===== config.mk =====
export PLATFORM = sky130hd
export DESIGN_NAME = jpeg_block_sequencer
export DESIGN_NICKNAME = d
export VERILOG_FILES = /design/src/rtl/jpeg_seq_pkg.sv /design/src/rtl/jpeg_block_sequencer_pix_en_delay.sv /design/src/rtl/jpeg_block_sequencer.sv
export SDC_FILE = /design/constraint.sdc
export NUM_CORES = 1
export LEC_CHECK = 0
export BUFFER_PORTS_ARGS = -buffer_cell sky130_fd_sc_hd__buf_2
export CORE_MARGIN = 4
export CORE_UTILIZATION = 45
export CTS_CLUSTER_DIAMETER = 60
export CTS_CLUSTER_SIZE = 14
export DETAILED_ROUTE_END_ITERATION = 8
export PLACE_DENSITY_LB_ADDON = 0.25
export SYNTH_ARGS = -nofsm -noshare
export SYNTH_HDL_FRONTEND = slang
export SYNTH_SLANG_ARGS = --single-unit

===== constraint.sdc =====
create_clock -name clock -period 4 [get_ports clock]
set_input_delay 0.2 -clock clock [delete_from_list [all_inputs] [get_ports clock]]
set_output_delay 0.2 -clock clock [all_outputs]
set_load 0.05 [all_outputs]

===== src/rtl/jpeg_seq_pkg.sv =====
// Shared types and constants for the JPEG block sequencer.
// Holds the sequencer state encoding and the block geometry constants.
package jpeg_seq_pkg;

    typedef enum logic [3:0] {
        IDLE,
        LOAD,
        DRAIN,
        DCT,
        DCT_END,
        ZZ_IN,
        ZZ,
        HUFF_START,
        HUFF_WAIT,
        NEXT
    } seq_state_t;

    localparam int PIX_PER_BLOCK = 64;
    localparam int BLK_IDX_W     = 16;

endpackage


===== src/rtl/jpeg_block_sequencer_pix_en_delay.sv =====
// Single-bit delay line that keeps the pixel write strobe aligned with colour-converted data.
// Latency DEPTH cycles (DEPTH=0 is a combinational pass-through); no backpressure.
module pix_en_delay #(
    parameter int DEPTH = 1
) (
    input  logic clock,
    input  logic reset_n,
    input  logic din,
    output logic dout
);

    generate
        if (DEPTH == 0) begin : g_bypass
            assign dout = din;
        end else begin : g_shift
            logic [DEPTH-1:0] sr;

            always_ff @(posedge clock or negedge reset_n) begin
                if (!reset_n) begin
                    sr <= '0;
                end else begin
                    sr <= (sr << 1) | DEPTH'(din);
                end
            end

            assign dout = sr[DEPTH-1];
        end
    endgenerate

endmodule


===== src/rtl/jpeg_block_sequencer.sv =====
// Block-level control sequencer for the Y/Cb/Cr encoder pipeline: load, DCT, zigzag, Huffman.
// Strobes are registered and aligned to the state they belong to; pix_ready is decoded from state.
module jpeg_block_sequencer
    import jpeg_seq_pkg::*;
#(
    parameter int CSC_LATENCY  = 1,
    parameter int DCT_ROWS     = 8,
    parameter int ZZ_CYCLES    = 8,
    parameter int HUFF_TIMEOUT = 1023
) (
    input  logic                 clock,
    input  logic                 reset_n,
    input  logic                 start,
    input  logic [BLK_IDX_W-1:0] num_blocks,
    input  logic                 pix_valid,
    output logic                 pix_ready,
    input  logic                 huff_done,
    output logic                 input_1pix_enable,
    output logic                 dct_enable,
    output logic [7:0]           matrix_row,
    output logic                 dct_end_enable,
    output logic                 zigzag_input_enable,
    output logic                 zigag_enable,
    output logic                 Huffman_start,
    output logic                 busy,
    output logic [BLK_IDX_W-1:0] block_index,
    output logic                 block_done,
    output logic                 frame_done,
    output logic                 huff_err
);

    localparam logic [15:0] DRAIN_LAST = 16'(CSC_LATENCY - 1);
    localparam logic [15:0] DCT_LAST   = 16'(DCT_ROWS - 1);
    localparam logic [15:0] ZZ_LAST    = 16'(ZZ_CYCLES - 1);
    localparam logic [15:0] HUFF_LAST  = 16'(HUFF_TIMEOUT - 1);
    localparam logic [5:0]  PIX_LAST   = 6'(PIX_PER_BLOCK - 1);

    seq_state_t           state;
    seq_state_t           state_nxt;
    logic [5:0]           pix_cnt;
    logic [15:0]          phase_cnt;
    logic [15:0]          phase_nxt;
    logic [BLK_IDX_W-1:0] num_blocks_q;
    logic                 accept;
    logic                 huff_timeout;
    logic                 last_block;

    assign pix_ready  = (state == LOAD);
    assign accept     = pix_valid & pix_ready;
    assign last_block = (block_index == (num_blocks_q - 16'd1));

    pix_en_delay #(
        .DEPTH (CSC_LATENCY)
    ) u_pix_en_delay (
        .clock   (clock),
        .reset_n (reset_n),
        .din     (accept),
        .dout    (input_1pix_enable)
    );

    // phase_cnt counts cycles spent in the current state; it restarts on every state change.
    always_comb begin
        state_nxt    = state;
        huff_timeout = 1'b0;
        case (state)
            IDLE: begin
                if (start) begin
                    state_nxt = (num_blocks == '0) ? NEXT : LOAD;
                end
            end
            LOAD: begin
                if (accept && (pix_cnt == PIX_LAST)) begin
                    state_nxt = (CSC_LATENCY == 0) ? DCT : DRAIN;
                end
            end
            DRAIN: begin
                if (phase_cnt == DRAIN_LAST) state_nxt = DCT;
            end
            DCT: begin
                if (phase_cnt == DCT_LAST) state_nxt = DCT_END;
            end
            DCT_END:    state_nxt = ZZ_IN;
            ZZ_IN:      state_nxt = ZZ;
            ZZ: begin
                if (phase_cnt == ZZ_LAST) state_nxt = HUFF_START;
            end
            HUFF_START: state_nxt = HUFF_WAIT;
            HUFF_WAIT: begin
                if (huff_done) begin
                    state_nxt = NEXT;
                end else if (phase_cnt == HUFF_LAST) begin
                    state_nxt    = NEXT;
                    huff_timeout = 1'b1;
                end
            end
            // frame_done is already high in NEXT when this was the final block
            NEXT:       state_nxt = frame_done ? IDLE : LOAD;
            default:    state_nxt = IDLE;
        endcase
        phase_nxt = (state_nxt == state) ? (phase_cnt + 16'd1) : '0;
    end

    always_ff @(posedge clock or negedge reset_n) begin
        if (!reset_n) begin
            state               <= IDLE;
            phase_cnt           <= '0;
            pix_cnt             <= '0;
            num_blocks_q        <= '0;
            block_index         <= '0;
            huff_err            <= 1'b0;
            dct_enable          <= 1'b0;
            matrix_row          <= '0;
            dct_end_enable      <= 1'b0;
            zigzag_input_enable <= 1'b0;
            zigag_enable        <= 1'b0;
            Huffman_start       <= 1'b0;
            busy                <= 1'b0;
            block_done          <= 1'b0;
            frame_done          <= 1'b0;
        end else begin
            state     <= state_nxt;
            phase_cnt <= phase_nxt;

            if ((state == IDLE) && start) begin
                num_blocks_q <= num_blocks;
                block_index  <= '0;
                huff_err     <= 1'b0;
                pix_cnt      <= '0;
            end else begin
                if (accept) pix_cnt <= pix_cnt + 6'd1;
                if (huff_timeout) huff_err <= 1'b1;
                if ((state == NEXT) && block_done) block_index <= block_index + 16'd1;
            end

            dct_enable          <= (state_nxt == DCT);
            matrix_row          <= (state_nxt == DCT) ? phase_nxt[7:0] : 8'd0;
            dct_end_enable      <= (state_nxt == DCT_END);
            zigzag_input_enable <= (state_nxt == ZZ_IN);
            zigag_enable        <= (state_nxt == ZZ);
            Huffman_start       <= (state_nxt == HUFF_START);
            busy                <= (state_nxt != IDLE);
            block_done          <= (state == HUFF_WAIT) && (state_nxt == NEXT);
            // An empty frame goes IDLE -> NEXT and reports frame_done alone.
            frame_done          <= (state_nxt == NEXT) && ((state == IDLE) || last_block);
        end
    end

endmodule


# After elaboration in Yosys (flattened, before gate mapping)
# Cells that the tools add are included.
# W data, S select, Z words.
# word_totals
regBits	76
in_bits	21
output_inout_bits	35
wordCells	75
# classes
n_addsub	4
eq_ne	20
n_mux	21
bitwise_logic	1
reduce_logical	13
# op_table
op	n
$mux W16	3
$pmux W4 S10	1
$add A16 B1 Y16 const B	2
$eq A4 B3 Y1 const B	8
$logic_not A16 Y1	2
$mux W4	8
$eq A16 B10 Y1 const B	1
$eq A16 B16 Y1	1
$eq A16 B3 Y1 const B	1
$sub A16 B1 Y16 const B	1
$eq A4 B2 Y1 const B	3
$eq A4 B4 Y1 const B	3
$mux W6	2
$mux W8	1
$add A6 B1 Y6 const B	1
$eq A6 B6 Y1 const B	1
$mux W1	6
$reduce_bool A2 Y1	3
$logic_and A1 B1 Y1	5
$eq A4 B1 Y1 const B	1
$eq A4 B4 Y1	1
$logic_not A4 Y1	1
$reduce_bool A4 Y1	1
$and A1 B1 Y1	1
$logic_or A1 B1 Y1	1

# Depth between registers and ports, before layout
# Gate-level depths: netlist (run 1).
# depth
ltp_word	8
ltp_mapped	10
mapped_depth_nobuf	9

# Hierarchy
# A second synthesis (run 1) with hierarchy kept.
# hier_totals
hier_cells	438
hier_area_um2	4075.2
# modules_own_cells
mod	instances	cells_each	area_each_um2	seq_area_each_um2
jpeg_block_sequencer	1	437	4050.1	1876.8
pix_en_delay	1	1	25.0	25.0

# Worst setup path before layout (run 1)
# Ideal clock, no wire load.
# synth_timing
path_kind	register -> register
start	register state[1]
end	register phase_cnt[2]
setup_ns	0.122
arrival_ns	2.386
required_ns	3.878
path_slack_ns	1.492
stages_incl_launch_ff	9
path_buffers	1
period_less_slack_ns	2.508
cell_sequence	dfrtp_1 and2b_1 nor3b_2 nand3_1 o221ai_2 nor3_2 o211ai_4 buf_6 nor2_2
# synth_between
elab_chain_len	7
elab_cells_between_ends	22
cone_classes	10 x eq/ne; 9 x mux; 1 x bitwise; 2 x reduce/logical
# synth_lines
item	line_no	text
start, declared	jpeg_block_sequencer.sv:38	seq_state_t state;
start signal, assigned	jpeg_block_sequencer.sv:121	state <= state_nxt;
$eq A4 B1 Y1 *	jpeg_block_sequencer.sv:48	assign pix_ready = (state == LOAD);
named net pix_ready	jpeg_block_sequencer.sv:16	output logic pix_ready,
$and A1 B1 Y1	jpeg_block_sequencer.sv:49	assign accept = pix_valid & pix_ready;
$logic_and A1 B1 Y1	jpeg_block_sequencer.sv:72	if (accept && (pix_cnt == PIX_LAST)) begin
$mux W4	jpeg_block_sequencer.sv:72	
$pmux W4 S10 *	jpeg_block_sequencer.sv:65	case (state)
named net state_nxt[1]	jpeg_block_sequencer.sv:39	seq_state_t state_nxt;
$eq A4 B4 Y1 *	jpeg_block_sequencer.sv:100	phase_nxt = (state_nxt == state) ? (phase_cnt + 16'd1) : '0;
$mux W16 *	jpeg_block_sequencer.sv:100	
named net phase_nxt[2]	jpeg_block_sequencer.sv:42	logic [15:0] phase_nxt;
end signal, assigned	jpeg_block_sequencer.sv:122	phase_cnt <= phase_nxt;
end, declared	jpeg_block_sequencer.sv:41	logic [15:0] phase_cnt;
# Mark *: on every way through the listed nets, which the timed path passes. The rest lies on a longest branch.
# A chain may end at the register's enable or synchronous reset.

# Worst setup path in the final report (run 1)
# layout_timing
start	register state[0]
end	register phase_cnt[9]
# layout_between
elab_chain_len	7
elab_cells_between_ends	22
cone_classes	10 x eq/ne; 9 x mux; 1 x bitwise; 2 x reduce/logical
# layout_lines
item	line_no
$eq A4 B1 Y1	jpeg_block_sequencer.sv:48, jpeg_block_sequencer.sv:65
$and A1 B1 Y1	jpeg_block_sequencer.sv:49
$logic_and A1 B1 Y1	jpeg_block_sequencer.sv:72
$mux W4	jpeg_block_sequencer.sv:72
$pmux W4 S10 *	jpeg_block_sequencer.sv:65
named net state_nxt[1]	jpeg_block_sequencer.sv:39
$eq A4 B4 Y1 *	jpeg_block_sequencer.sv:100
$mux W16 *	jpeg_block_sequencer.sv:100
named net phase_nxt[9]	jpeg_block_sequencer.sv:42
# Marks and branches as above.

==> summary.json, run 1 <==
{
  "post_synth_num_cell_types": {"value": 55},
  "grt_first_pass_wirelength": {"value": 16400, "unit": "um"},
  "cts_buffers": {"value": 9},
  "num-fill-cells": {"value": 828},
  "grt_start_max_net_pins": {"value": 77},
  "num_rows": {"value": 34},
  "clk_pin_slew": {"value": 0.09, "unit": "ns"},
  "fin_setup_tns": {"value": 0, "unit": "ns"},
  "grt_use_total": {"value": 19.9, "unit": "%"},
  "start_kind": {"value": "register"},
  "clock_sink_count": {"value": 76},
  "synthTopCellsByCount": {"value": "76 x sky130_fd_sc_hd__dfrtp_1, 72 x sky130_fd_sc_hd__nand2_1, 56 x sky130_fd_sc_hd__nor2_1"},
  "placement.setup.worst_slack": {"value": 1.45, "unit": "ns"},
  "fin_ws": {"value": 1.42, "unit": "ns"},
  "crit_arrival": {"value": 2.78, "unit": "ns"},
  "gpl_wtd_cong": {"value": 0.904},
  "run_status": {"value": "finished with violations"},
  "hold_violations": {"value": 18},
  "maxClockFrequency": {"value": 388, "unit": "MHz"},
  "diodes": {"value": 0},
  "syn_avg_cell_area": {"value": 9.30, "unit": "um2"},
  "fp.dieArea": {"value": 0.0106, "unit": "mm2"},
  "cpMaxStageDelayCell": {"value": "sky130_fd_sc_hd__dfrtp_1"},
  "period_utilisation_layout": {"value": 64.4, "unit": "%"},
  "antenna_violations_before_repair": {"value": 0},
  "drive_gt1_share": {"value": 19.7, "unit": "%"},
  "period_minus_slack": {"value": 2.58, "unit": "ns"},
  "cts-resized-gates": {"value": 0},
  "die_h": {"value": 103, "unit": "um"},
  "tritoncts": {"value": "done"},
  "synth_top_cell_by_area": {"value": "sky130_fd_sc_hd__dfrtp_1"},
  "worst_slew_pin_slew": {"value": 0.963, "unit": "ns"},
  "synth-seq-cells": {"value": 76},
  "routedWlPerCell": {"value": 16.4, "unit": "um"},
  "p_total": {"value": 0.00235, "unit": "W"},
  "finalMaxSlewViolations": {"value": 0},
  "synth.top_cells.by_area": {"value": "sky130_fd_sc_hd__dfrtp_1 47%, sky130_fd_sc_hd__nand2_1 6.6%, sky130_fd_sc_hd__xnor2_1 6.4%"},
  "rr_worst_depth": {"value": 7},
  "clock_insertion_delay_worst_skew": {"value": 0.35, "unit": "ns"},
  "drv.max_cap_violation_count": {"value": 0},
  "synthesis.nets": {"value": 465},
  "antenna_left": {"value": 0},
  "wirelength": {"value": 9860, "unit": "um"},
  "nets": {"value": 515},
  "hold_ws": {"value": -0.0140, "unit": "ns"},
  "syn_area": {"value": 0.00408, "unit": "mm2"},
  "peakVddDrop": {"value": 0.000234, "unit": "V"},
  "power_density": {"value": 510, "unit": "mW/mm2"},
  "cp_max_fo": {"value": 16},
  "critical_setup_path_kind": {"value": "register to register"},
  "crit_chain": {"value": "and2b_1 > nor3b_2 > nand3_1 > o221ai_2 > nor3_2 > o211ai_4 > nor2_1"},
  "initial_utilization": {"value": 46.5, "unit": "%"},
  "crit_path_end_kind": {"value": "register"},
  "clockRootBuffer": {"value": "sky130_fd_sc_hd__clkbuf_8"},
  "drt-vias-per-instance": {"value": 5.35},
  "finalCoreUtilization": {"value": 52.6, "unit": "%"},
  "place.port_buffers": {"value": 55},
  "leakage_power": {"value": 2.14, "unit": "nW"},
  "holdBufCountCts": {"value": 0},
  "number_of_flops_mapped_to_enable_cells_by_yosys": {"value": 0},
  "fp.coreArea": {"value": 0.00876, "unit": "mm2"},
  "ys.warnings.count": {"value": 0},
  "syn_inst": {"value": 438},
  "holdCritPathClass": {"value": "primary input to async pin"},
  "ys_seq_area_share": {"value": 46.7, "unit": "%"},
  "setup_repair_after_global_routing_missed_its_margin": {"value": "false"},
  "area_growth_syn_to_layout": {"value": 13.1, "unit": "%"},
  "critical_path.max_stage_delay": {"value": 0.61, "unit": "ns"},
  "synth_most_common_cell": {"value": "sky130_fd_sc_hd__dfrtp_1"},
  "fp.dieW": {"value": 103, "unit": "um"},
  "worst-endpoint-required": {"value": 4.21, "unit": "ns"},
  "num_io_pins": {"value": 56},
  "dp_hpwl": {"value": 7290, "unit": "um"},
  "failed_checks": {"value": "hold timing"},
  "drt_first_pass_iters": {"value": 4},
  "drcViolationCount": {"value": 0},
  "worst_slew_margin_rel": {"value": 35.8, "unit": "%"},
  "route.vias.total": {"value": 3216},
  "cts-htree-levels": {"value": 3},
  "vias_in_the_first_global_route": {"value": 3190},
  "most_used_dff_post_synth": {"value": "sky130_fd_sc_hd__dfrtp_1"},
  "synthArstFlopShare": {"value": 100, "unit": "%"},
  "yosys.area.top_type_share": {"value": 46.7, "unit": "%"},
  "drt_iter0_markers": {"value": 165},
  "cts_max_path_buffers": {"value": 2},
  "grt.overflow.total": {"value": 0},
  "postCtsSetupBuffers": {"value": 0},
  "report.final.setup_viol": {"value": 0},
  "finClkSkew": {"value": 0.0102, "unit": "ns"}
}
layout make-up:
class / count / area (um2) / share of cell area, %
tap: 108 / 135 / 2.93
timing repair buffer: 56 / 285 / 6.19
multi-input combinational: 331 / 2030 / 44.0
sequential: 76 / 1900 / 41.2
clock inverter: 7 / 82.6 / 1.79
clock buffer: 9 / 124 / 2.69
inverter: 14 / 52.6 / 1.14
registers in the layout, summed over array words and instances, names as in the netlist, 4 cells and up:
name / flops
state: 4
phase_cnt: 16
num_blocks_q: 16
block_index: 16
matrix_row: 8
pix_cnt: 6
metrics by stage:
stage | cells | instance area [um2]
4_1_cts | 601 | 4610
2_1_floorplan | 438 | 4080
3_5_place_dp | 585 | 4400
5_1_grt | 601 | 4610
3_3_place_gp | 585 | 4400
6_report | 601 | 4610
logic make-up (layout without fill, tap and decap cells):
| logic type | Yosys count | in the layout | synth area share, % |
|---|---|---|---|
| AO/OA/AOI/OAI | 40 | 40 | 7.12 |
| XOR/XNOR | 51 | 51 | 11.0 |
| AND/OR/NAND/NOR | 231 | 231 | 29.1 |
| buffers and inverters | 31 | 86 | 3.53 |
| adder cells (fa/ha/maj) | 6 | 6 | 1.84 |
| flip-flops | 76 | 76 | 46.7 |
| multiplexers | 3 | 3 | 0.737 |
worst paths after layout:
kind | startpoint | to | slack [ns]
worst min-delay path | reset_n | Huffman_start | -0.01
min in group clock | num_blocks[2] | num_blocks_q[2] | 0.06
worst min register to register | num_blocks_q[15] | num_blocks_q[15] | 0.51
max in group asynchronous | reset_n | block_index[13] | 3.37
worst max-delay path | state[0] | phase_cnt[9] | 1.42
worst max register to register | state[0] | phase_cnt[9] | 1.42
layout by cell type, fill, tap and decap left out, types with 3 or more instances in the layout:
| cell type | n |
|---|---|
| sky130_fd_sc_hd__dfrtp_1 | 76 |
| sky130_fd_sc_hd__nand2_1 | 72 |
| sky130_fd_sc_hd__nor2_1 | 56 |
| sky130_fd_sc_hd__buf_2 | 54 |
| sky130_fd_sc_hd__xnor2_1 | 30 |
| sky130_fd_sc_hd__xor2_1 | 21 |
| sky130_fd_sc_hd__nor3_1 | 15 |
| sky130_fd_sc_hd__inv_1 | 14 |
| sky130_fd_sc_hd__nand4_1 | 14 |
| sky130_fd_sc_hd__nand3_1 | 12 |
| sky130_fd_sc_hd__a21oi_1 | 12 |
| sky130_fd_sc_hd__nor4_1 | 11 |
| sky130_fd_sc_hd__nor2_2 | 10 |
| sky130_fd_sc_hd__clkbuf_8 | 9 |
| sky130_fd_sc_hd__o21ai_0 | 8 |
| sky130_fd_sc_hd__nand2b_1 | 6 |
| sky130_fd_sc_hd__ha_1 | 6 |
| sky130_fd_sc_hd__and2_1 | 4 |
| sky130_fd_sc_hd__and3_1 | 4 |
| sky130_fd_sc_hd__nor2b_1 | 3 |
| sky130_fd_sc_hd__or3_1 | 3 |
| sky130_fd_sc_hd__mux2i_1 | 3 |
worst max-delay path: cells and delay by family (launching register included):
kind | cells | cell delay [ns]
AO/OA/AOI/OAI | 2 | 0.86
flip-flops | 1 | 0.61
AND/OR/NAND/NOR | 5 | 0.95
metal layers:
layer	part of all wire [%]	vias up	wire (um)	global-route usage, %
met5	0	-	0	0
met4	1.3	0	127	5.98
met3	4.2	8	418	4.13
met2	45	65	4460	29.5
met1	49	1555	4850	29.4
li1	-	1588	-	-
where the power goes:
part	total [W]	switching [W]	internal, W
logic	0.000661	0.000393	0.000268
registers	0.00107	0.000188	0.000884
clock network	0.000621	0.000323	0.000298
Power figures use the tool's default switching activity.
==> inputs of run 2 (changes only) <==
Settings changed: ABC_AREA from default to 1.
Clock period 4 ns to 2.22 ns, I/O delays scaled along.
==> summary.json, run 2 <==
{
  "leakage_power": {"value": 2.69, "unit": "nW"},
  "vias_in_the_first_global_route": {"value": 3834},
  "maxClockFrequency": {"value": 508, "unit": "MHz"},
  "synth_fa_ha_area_share": {"value": 1.71, "unit": "%"},
  "combinational_family_with_the_most_area_after_synthesis": {"value": "simple AND/OR/NAND/NOR gates"},
  "cp_max_fo": {"value": 9},
  "worst_slew_margin_rel": {"value": 36.4, "unit": "%"},
  "ys.warnings.count": {"value": 0},
  "peakVddDrop": {"value": 0.000554, "unit": "V"},
  "post_synth_num_cell_types": {"value": 39},
  "hold_violations": {"value": 0},
  "drive_gt1_share": {"value": 14.7, "unit": "%"},
  "synth.top_cells.by_area": {"value": "sky130_fd_sc_hd__dfrtp_1 43%, sky130_fd_sc_hd__nand2_1 12%, sky130_fd_sc_hd__nor2_1 8.4%"},
  "run_status": {"value": "completed"},
  "grt_use_total": {"value": 20.1, "unit": "%"},
  "synth-seq-cells": {"value": 76},
  "cts-resized-gates": {"value": 0},
  "number_of_flops_mapped_to_enable_cells_by_yosys": {"value": 0},
  "synth_top_cell_by_area": {"value": "sky130_fd_sc_hd__dfrtp_1"},
  "initial_utilization": {"value": 47.0, "unit": "%"},
  "crit_path_end_kind": {"value": "register"},
  "wirelength": {"value": 10700, "unit": "um"},
  "top_regs": {"value": "block_index (16), num_blocks_q (16), phase_cnt (16)"},
  "fp.coreArea": {"value": 0.00937, "unit": "mm2"},
  "synthArstFlopShare": {"value": 100, "unit": "%"},
  "num_rows": {"value": 35},
  "synth_compound_area_share": {"value": 6.62, "unit": "%"},
  "final_common_cell": {"value": "sky130_fd_sc_hd__nand2_1"},
  "synth_most_common_cell": {"value": "sky130_fd_sc_hd__nand2_1"},
  "fin_setup_tns": {"value": 0, "unit": "ns"},
  "worst_slew_pin_slew": {"value": 0.954, "unit": "ns"},
  "antenna_left": {"value": 0},
  "ys_seq_area_share": {"value": 43.2, "unit": "%"},
  "report.final.setup_viol": {"value": 0},
  "gpl_wtd_cong": {"value": 0.879},
  "clock_sink_count": {"value": 76},
  "antenna_violations_before_repair": {"value": 0},
  "finalCoreUtilization": {"value": 55.8, "unit": "%"},
  "synthesis.nets": {"value": 615},
  "routedWlPerCell": {"value": 13.5, "unit": "um"},
  "syn_inst": {"value": 588},
  "drv.max_cap_violation_count": {"value": 0},
  "diodes": {"value": 0},
  "clockRootBuffer": {"value": "sky130_fd_sc_hd__clkbuf_8"},
  "critical_path.max_stage_delay": {"value": 0.40, "unit": "ns"},
  "most_used_dff_post_synth": {"value": "sky130_fd_sc_hd__dfrtp_1"},
  "syn_avg_cell_area": {"value": 7.48, "unit": "um2"},
  "num-fill-cells": {"value": 908},
  "area_growth_syn_to_layout": {"value": 18.8, "unit": "%"},
  "period_minus_slack": {"value": 1.97, "unit": "ns"},
  "cts_max_path_buffers": {"value": 2},
  "grt_start_max_net_pins": {"value": 77},
  "cts-htree-levels": {"value": 3},
  "final-instance-count-excl-fill": {"value": 796},
  "synthTopCellsByCount": {"value": "141 x sky130_fd_sc_hd__nand2_1, 98 x sky130_fd_sc_hd__nor2_1, 76 x sky130_fd_sc_hd__dfrtp_1"},
  "cts_buffers": {"value": 9},
  "cpMaxStageDelayCell": {"value": "sky130_fd_sc_hd__dfrtp_1"},
  "fp.dieW": {"value": 107, "unit": "um"},
  "period_utilisation_layout": {"value": 88.7, "unit": "%"},
  "clock_insertion_delay_worst_skew": {"value": 0.35, "unit": "ns"},
  "fin_ws": {"value": 0.251, "unit": "ns"},
  "placement.setup.worst_slack": {"value": 0.291, "unit": "ns"},
  "final_cell_mix": {"value": "141 x sky130_fd_sc_hd__nand2_1, 98 x sky130_fd_sc_hd__nor2_1, 76 x sky130_fd_sc_hd__dfrtp_1"},
  "fp.dieArea": {"value": 0.0114, "unit": "mm2"},
  "drcViolationCount": {"value": 0},
  "power_density": {"value": 820, "unit": "mW/mm2"},
  "num_io_pins": {"value": 56},
  "syn_area": {"value": 0.00440, "unit": "mm2"},
  "finalMaxSlewViolations": {"value": 0},
  "start_kind": {"value": "register"},
  "setup_repair_after_global_routing_missed_its_margin": {"value": "false"},
  "finClkSkew": {"value": 0.00882, "unit": "ns"},
  "synthSimpleGateAreaFrac": {"value": 34.9, "unit": "%"},
  "die_h": {"value": 107, "unit": "um"},
  "synthXorXnorAreaFrac": {"value": 5.77, "unit": "%"},
  "critical_setup_path_kind": {"value": "register to register"},
  "route.vias.total": {"value": 3959},
  "mux_share_of_post_synthesis_cell_area": {"value": 0, "unit": "%"},
  "cpLargestDelayFamily": {"value": "simple AND/OR/NAND/NOR gates"},
  "drt-vias-per-instance": {"value": 4.97},
  "worst-endpoint-required": {"value": 2.46, "unit": "ns"},
  "place.port_buffers": {"value": 55},
  "dp_hpwl": {"value": 7960, "unit": "um"},
  "crit_arrival": {"value": 2.21, "unit": "ns"},
  "tritoncts": {"value": "done"},
  "clk_pin_slew": {"value": 0.09, "unit": "ns"},
  "grt.overflow.total": {"value": 0},
  "holdCritPathClass": {"value": "primary input to register"},
  "drt_iter0_markers": {"value": 237},
  "yosys.area.top_type_share": {"value": 43.2, "unit": "%"},
  "p_total": {"value": 0.00429, "unit": "W"},
  "grt_first_pass_wirelength": {"value": 18500, "unit": "um"},
  "worstPathBufferInverterCount": {"value": 0},
  "regArea": {"value": 0.00190, "unit": "mm2"},
  "dpl.cell_count": {"value": 765},
  "nets": {"value": 689},
  "multiInputGateArea": {"value": 0.00215, "unit": "mm2"},
  "drt_first_pass_iters": {"value": 5},
  "crit_chain": {"value": "ha_1 > nand3_1 > nor2_1 > nand2_2 > a21oi_1 > nand3_2 > nand2_1 > nand2_2 > nand3_1 > nor2_1"}
}
-- run 2: kinds of logic after synthesis --
family | count (synthesis)
adders and majority gates | 6
DFF | 76
xor gates and xnor gates | 29
AOI/OAI and AO/OA | 51
buffers and inverters | 89
and+or+nand+nor | 337
-- run 2: cell type report --
| class | instances | share of cell area, % |
|---|---|---|
| multi-input cells | 423 | 41.2 |
| flip-flops and latches | 76 | 36.4 |
| repair buffers | 74 | 9.00 |
| inverters | 78 | 5.60 |
| well taps | 129 | 3.09 |
| clock buffers | 9 | 2.37 |
| clock inverters | 7 | 2.35 |
-- run 2: layer usage --
layer	vias up	routed length, um	share of wire, %	global-route usage [%]
met3	9	553	5.2	4.64
met5	-	0	0	0
li1	2010	-	-	-
met4	0	104	0.97	4.20
met1	1846	5080	47	27.6
met2	94	4980	46	32.5
-- run 2: worst reg2reg max path: cells and delay by family (launching register included) --
kind,cells,cell delay (ns)
compound gates,1,0.25
flops,1,0.40
simple gates,8,1.01
fa+ha+maj,1,0.21
-- run 2: timing repair --
action,in CTS,in global routing
endpoints found under the hold margin,90,0
setup endpoints to repair,0,0
hold buffers,15,0
setup buffers,0,0
-- run 2: power by group --
group	internal (W)	switching (W)	total [W]
sequential	0.00158	0.000209	0.00179
combinational	0.000453	0.000733	0.00119
clock	0.000755	0.000557	0.00131
-- run 2: worst paths after layout --
path                                startpoint               end  slack [ns]  cells past startpoint
worst max register to register    phase_cnt[1]     matrix_row[4]        0.25                     10
worst min-delay path            num_blocks[15]  num_blocks_q[15]        0.01                      3
worst max-delay path              phase_cnt[1]     matrix_row[4]        0.25                     10
max in group asynchronous              reset_n    block_index[7]        1.15                      2
worst min register to register      pix_cnt[5]        pix_cnt[5]        0.47                      1
min in group asynchronous              reset_n   num_blocks_q[5]        0.43                      2
-- run 2: through the flow --
stage	area [um2]	hold slack (ns)
floorplan	4400	-0.185
global placement	4830	0.314
detailed placement	4830	0.326
CTS	5230	0.00391
global route	5230	0.0187
finish	5230	0.0111
